## config.mk

```make
export PLATFORM = sky130hd
export DESIGN_NAME = router_src_ingress
export DESIGN_NICKNAME = d
export VERILOG_FILES = /design/src/rtl/router_src_ingress.sv
export SDC_FILE = /design/constraint.sdc
export NUM_CORES = 1
export LEC_CHECK = 0
export CORE_ASPECT_RATIO = 0.75
export CORE_MARGIN = 4
export CORE_UTILIZATION = 60
export DETAILED_ROUTE_END_ITERATION = 10
export GPL_TIMING_DRIVEN = 0
export PLACE_DENSITY = 0.79
export SYNTH_ARGS = -nofsm -noshare
export SYNTH_HDL_FRONTEND = slang
export SYNTH_SLANG_ARGS = --single-unit
```

## constraint.sdc

```tcl
create_clock -name clock -period 8.35 [get_ports clock]
set_input_delay 1.67 -clock clock [delete_from_list [all_inputs] [get_ports clock]]
set_output_delay 1.67 -clock clock [all_outputs]
set_load 0.05 [all_outputs]
```

## src/rtl/router_src_ingress.sv

```systemverilog
// Source-side ingress for a packet router: frames header/payload/parity words,
// checks parity and length, drops packets for illegal destinations and queues
// accepted words with per-entry sideband (dest, sof, eof, err) in a FIFO.
module router_src_ingress #(
    parameter int unsigned DATA_W = 8,
    parameter int unsigned ADDR_W = 2,
    parameter int unsigned N_CHAN = 3,
    parameter int unsigned DEPTH  = 16
) (
    input  logic              clock,
    input  logic              reset,
    input  logic [DATA_W-1:0] data_in,
    input  logic              pkt_valid,
    output logic              busy,
    output logic              error,
    output logic [DATA_W-1:0] out_data,
    output logic [ADDR_W-1:0] out_dest,
    output logic              out_sof,
    output logic              out_eof,
    output logic              out_err,
    output logic              out_valid,
    input  logic              out_ready,
    output logic [15:0]       drop_cnt
);
    localparam int unsigned PtrW = $clog2(DEPTH);
    localparam int unsigned CntW = PtrW + 1;
    localparam int unsigned LenW = DATA_W - ADDR_W;
    localparam int unsigned EntW = DATA_W + ADDR_W + 3;
    localparam logic [ADDR_W:0] NChan = N_CHAN[ADDR_W:0];
    localparam logic [CntW-1:0] Full  = CntW'(DEPTH);

    typedef enum logic [1:0] {StSync, StIdle, StLoad, StDrop} state_e;

    state_e            state_q, state_d;
    logic [ADDR_W-1:0] dest_q, dest_d;
    logic [LenW-1:0]   len_q, len_d;
    logic [DATA_W-1:0] par_q, par_d;
    logic [15:0]       cnt_q, cnt_d;
    logic              error_q, error_d;
    logic [15:0]       drop_q, drop_d;

    logic [EntW-1:0]   mem_q [DEPTH];
    logic [PtrW-1:0]   wr_ptr_q, wr_ptr_d, rd_ptr_q, rd_ptr_d;
    logic [CntW-1:0]   count_q, count_d;
    logic [EntW-1:0]   head_q, head_d;

    logic              wr_en, wr_sof, wr_eof, wr_err, rd_en;
    logic [ADDR_W-1:0] wr_dest, hdr_dest;
    logic [EntW-1:0]   wr_word;

    assign hdr_dest = data_in[ADDR_W-1:0];
    assign wr_word  = {wr_err, wr_eof, wr_sof, wr_dest, data_in};

    // No pass-through: a read in the same cycle does not release a full FIFO.
    assign busy      = (count_q == Full) && ((state_q == StIdle) || (state_q == StLoad));
    assign out_valid = (count_q != '0);
    assign rd_en     = out_valid && out_ready;
    assign error     = error_q;
    assign drop_cnt  = drop_q;
    assign {out_err, out_eof, out_sof, out_dest, out_data} = head_q;

    // Framing FSM: next state, packet bookkeeping and FIFO write request.
    always_comb begin
        state_d = state_q;
        dest_d  = dest_q;
        len_d   = len_q;
        par_d   = par_q;
        cnt_d   = cnt_q;
        error_d = error_q;
        drop_d  = drop_q;
        wr_en   = 1'b0;
        wr_sof  = 1'b0;
        wr_eof  = 1'b0;
        wr_err  = 1'b0;
        wr_dest = dest_q;
        unique case (state_q)
            StSync: begin
                if (!pkt_valid) state_d = StIdle;
            end
            StIdle: begin
                if (pkt_valid && !busy) begin
                    error_d = 1'b0;
                    if ({1'b0, hdr_dest} < NChan) begin
                        wr_en   = 1'b1;
                        wr_sof  = 1'b1;
                        wr_dest = hdr_dest;
                        dest_d  = hdr_dest;
                        len_d   = data_in[DATA_W-1:ADDR_W];
                        par_d   = data_in;
                        cnt_d   = '0;
                        state_d = StLoad;
                    end else begin
                        state_d = StDrop;
                    end
                end
            end
            StLoad: begin
                if (!busy) begin
                    wr_en = 1'b1;
                    if (pkt_valid) begin
                        par_d = par_q ^ data_in;
                        if (cnt_q != 16'hFFFF) cnt_d = cnt_q + 16'd1;
                    end else begin
                        wr_eof  = 1'b1;
                        wr_err  = (par_q != data_in) || (cnt_q != 16'(len_q));
                        error_d = wr_err;
                        state_d = StIdle;
                    end
                end
            end
            StDrop: begin
                if (!pkt_valid) begin
                    state_d = StIdle;
                    if (drop_q != 16'hFFFF) drop_d = drop_q + 16'd1;
                end
            end
            default: state_d = StSync;
        endcase
    end

    // FIFO pointers, occupancy and the registered head word.
    always_comb begin
        wr_ptr_d = wr_ptr_q + PtrW'(wr_en);
        rd_ptr_d = rd_ptr_q + PtrW'(rd_en);
        count_d  = count_q + CntW'(wr_en) - CntW'(rd_en);
        head_d   = head_q;
        // When empty, head holds its last value so out_* stay stable.
        if (count_d != '0) begin
            if (count_q == CntW'(rd_en)) head_d = wr_word;
            else                         head_d = mem_q[rd_ptr_d];
        end
    end

    // State and control registers with synchronous reset.
    always_ff @(posedge clock) begin
        if (reset) begin
            state_q  <= StSync;
            dest_q   <= '0;
            len_q    <= '0;
            par_q    <= '0;
            cnt_q    <= '0;
            error_q  <= 1'b0;
            drop_q   <= '0;
            wr_ptr_q <= '0;
            rd_ptr_q <= '0;
            count_q  <= '0;
            head_q   <= '0;
        end else begin
            state_q  <= state_d;
            dest_q   <= dest_d;
            len_q    <= len_d;
            par_q    <= par_d;
            cnt_q    <= cnt_d;
            error_q  <= error_d;
            drop_q   <= drop_d;
            wr_ptr_q <= wr_ptr_d;
            rd_ptr_q <= rd_ptr_d;
            count_q  <= count_d;
            head_q   <= head_d;
        end
    end

    // FIFO storage; contents need no reset since pointers gate visibility.
    always_ff @(posedge clock) begin
        if (!reset && wr_en) mem_q[wr_ptr_q] <= wr_word;
    end

endmodule

```

==> out/metrics.csv <==
stage,metric,value,unit
status,status,finished clean,
route,wl_per_cell,24.2,um
cts,cts-buffers-inserted,27,
placed_design,portBuffers,42,
global_route,grt_overflow,0,
setup_path,crit_start,data_in[1],
placed_design,dpl.hpwl,18200,um
finish,n_antenna_cell,0,
setup_path,worst_setup_path_end_kind,flip-flop,
setup_path,cp.required,8.72,ns
floorplan,dieWidth,172,um
floorplan,start_util,0.617,
logic_synthesis,ys_warn_count,0,
cts,cts_resized,0,
finish,area_growth,14.4,%
timing,fin_crit_sh,0.713,
pwr,finalPower,4.13,mW
setup_path,r2r-start,count_q[2],
global_route,antenna_found_initial,0,
logic_synthesis,synth_seq_cells,285,
cts,clockBufferDepth,3,
setup_path,crit_slowest_cell,clkdlybuf4s50_1,
finish,final_cell_mix,"edfxtp_1, dfxtp_1, nor2_1, clkdlybuf4s50_1",
logic_synthesis,synth-seq-area-share,0.646,
route,drt-total-wl,28300,um
pwr,power.density,299,mW/mm^2
logic_synthesis,synth_fp_nets,848,
logic_synthesis,yosysUniqueCellTypes,59,
setup_path,cpMostUsedCell,inv_1,
cts,tritoncts,built,
placed_design,place_congestion,0.875,
timing,fmax,0.168,GHz
cts,root_buffer,clkbuf_16,
global_route,grt_first_pass_wirelength,43500,um
min_path,hp-class,flip-flop to flip-flop,
logic_synthesis,async_flop_share,0,
logic_synthesis,synth_flop_cell,edfxtp_1,
finish,regArea,0.00779,sq mm
finish,final_nets,923,
route,viasPerCell,6.33,
timing,worstMarginPinSlew,1.41,ns
timing,rsz0062_at_grt,false,
timing,setup_viol,0,
setup_path,cp-start-kind,primary input,
cts,cts_sinks,285,
route,vias,7389,
cts,cts_setup_buffers,0,
floorplan,row_count,44,
timing,finalSetupTns,0,ns
finish,multi_input_area,0.00402,sq mm
floorplan,boundaryPins,44,
route,drcViolationCount,0,
min_path,min_from,error,
timing,min_period,5.95,ns
finish,drive_gt1_frac,0.146,
pwr,ir_worst_vdd,231,uV
global_route,grt_max_degree,24,
timing,maxSlewHeadroom,0.0543,
logic_synthesis,postSynthCellCount,819,
cts,clk_pin_slew,0.06,ns
floorplan,core-area,0.0195,sq mm
finish,final_common_cell,edfxtp_1,
pwr,cellLeakagePower,4.67,nW
timing,fin_skew,0.00671,ns
setup_path,crit_type,primary input to flip-flop,
setup_path,crit_chain,clkdlybuf4s50_1 > nand2_1 > nand2_1 > or2_1 > buf_2 > a21oi_1 > inv_1 > ha_1 > inv_1 > ha_1 > inv_1 > fa_1 > nand2b_1 > a21oi_1 > or3_1 > nand4_1 > clkbuf_1 > o21ai_0 > a31oi_1,
cts,h-tree-depth,1,
flow_run,maxCapViolations,0,
setup_path,slowest_delay,0.91,ns
timing,hold_viol,0,
finish,fillers,1248,
global_route,grt_pass1_vias,7554,
cts,cts_hold_buffers,0,
floorplan,dieArea,0.0225,sq mm
route,ant_nets,0,
route,drt_first_pass_iters,5,
logic_synthesis,synth_edf_count,208,
logic_synthesis,syn_area_per_cell,14.7,sq um
setup_path,critPathArrivalTime,6.32,ns
setup_path,critical_path.max_fanout,23,
cts,clkLatencyLatePin,0.52,ns
route,first_iter_violations,937,
floorplan,die_y,131,um
global_route,track_usage,0.258,
logic_synthesis,synth_area,0.0121,sq mm
timing,maxSlewViolCount,0,
-- Yosys cell counts, types with 2 or more instances --
cell type / instances / area (sq um)
buf_1: 2 / 7.51
nor3_1: 19 / 95.1
mux2_2: 10 / 113
o21a_1: 2 / 15.0
o21ai_0: 14 / 70.1
ha_1: 16 / 200
mux2i_1: 20 / 200
o31ai_1: 8 / 60.1
buf_2: 13 / 65.1
o21bai_1: 2 / 15.0
nor2b_1: 15 / 93.8
mux4_2: 41 / 923
o21ai_1: 15 / 75.1
o31ai_2: 2 / 25.0
inv_1: 21 / 78.8
and2_1: 3 / 18.8
a21oi_1: 25 / 125
nor4_1: 4 / 25.0
and4_1: 6 / 52.6
xnor2_1: 33 / 289
edfxtp_1: 208 / 6250
clkbuf_1: 21 / 78.8
xor2_1: 12 / 105
nand3b_1: 2 / 15.0
buf_4: 4 / 30.0
dfxtp_1: 77 / 1540
nand3_1: 23 / 115
nor2_1: 64 / 240
o211ai_1: 9 / 67.6
nand2_1: 41 / 154
mux4_1: 13 / 342
and3_1: 6 / 37.5
nand4_1: 11 / 68.8
nor4_2: 2 / 25.0
a31oi_1: 10 / 62.6
nand2b_1: 18 / 113
or3_1: 5 / 31.3
-- final cells by class --
cell class | instances | share of cell area
clock inverters | 18 | 0.0155
multi-input cells | 471 | 0.292
flip-flops and latches | 285 | 0.564
clock buffers | 31 | 0.0508
well taps | 253 | 0.0229
inverters | 21 | 0.00571
repair buffers | 46 | 0.0337
plain buffers | 42 | 0.0154
-- path summary, 6_finish.rpt --
| check | end | slack, ns | depth (start not counted) |
|---|---|---|---|
| max | head_q[5] | 2.40 | 19 |
| min | error | 0.50 | 2 |
| max reg2reg | head_q[5] | 3.83 | 20 |
| min reg2reg | error | 0.50 | 2 |
-- power by group --
group	total (mW)	leakage [nW]	internal [mW]	switching [mW]
clock network	1.27	0.437	0.754	0.513
logic	1.23	1.72	0.537	0.696
registers	1.63	2.52	1.58	0.0485
-- through the flow --
stage                     utilization  cell area [sq um]  hold slack [ns]  setup WS, ns  std cells
after floorplan                     -              12100            0.485          3.89        819
after global placement          0.655              12800            0.481          2.22       1114
after detailed placement        0.658              12900            0.485          2.00       1118
after CTS                       0.705              13800            0.502          2.49       1167
after global routing            0.706              13800            0.526          2.14       1167
final                           0.706              13800            0.497          2.40       1167
-- sequential cells by signal (all words and copies together), names as in the netlist --
signal	count
par_q	8
drop_cnt	16
head_q	13
count_q	5
state_q	2
rd_ptr_q	4
cnt_q	16
dest_q	2
len_q	6
mem_q	208
error	1
wr_ptr_q	4
-- metal layers --
metal	global-route usage	vias up	wire, um
met4	0.0573	0	547
li1	-	3268	-
met1	0.371	3721	11600
met2	0.412	360	13400
met3	0.0589	40	2720
met5	0	-	0
-- critical path: cells and delay by family --
family / cells / cell delay, ns
buffers and inverters: 6 / 1.69
AND/OR/NAND/NOR: 6 / 1.34
adder cells (fa/ha/maj): 3 / 0.84
AO/OA/AOI/OAI: 4 / 0.75
-- logic make-up after synthesis --
family / synth area share
adders and majority gates: 0.0183
buffers and inverters: 0.0242
muxes: 0.132
and+or+nand+nor: 0.0968
xor gates and xnor gates: 0.0340
AOI/OAI and AO/OA: 0.0492
DFF: 0.646
No activity file was read; power rests on OpenSTA's default activity.
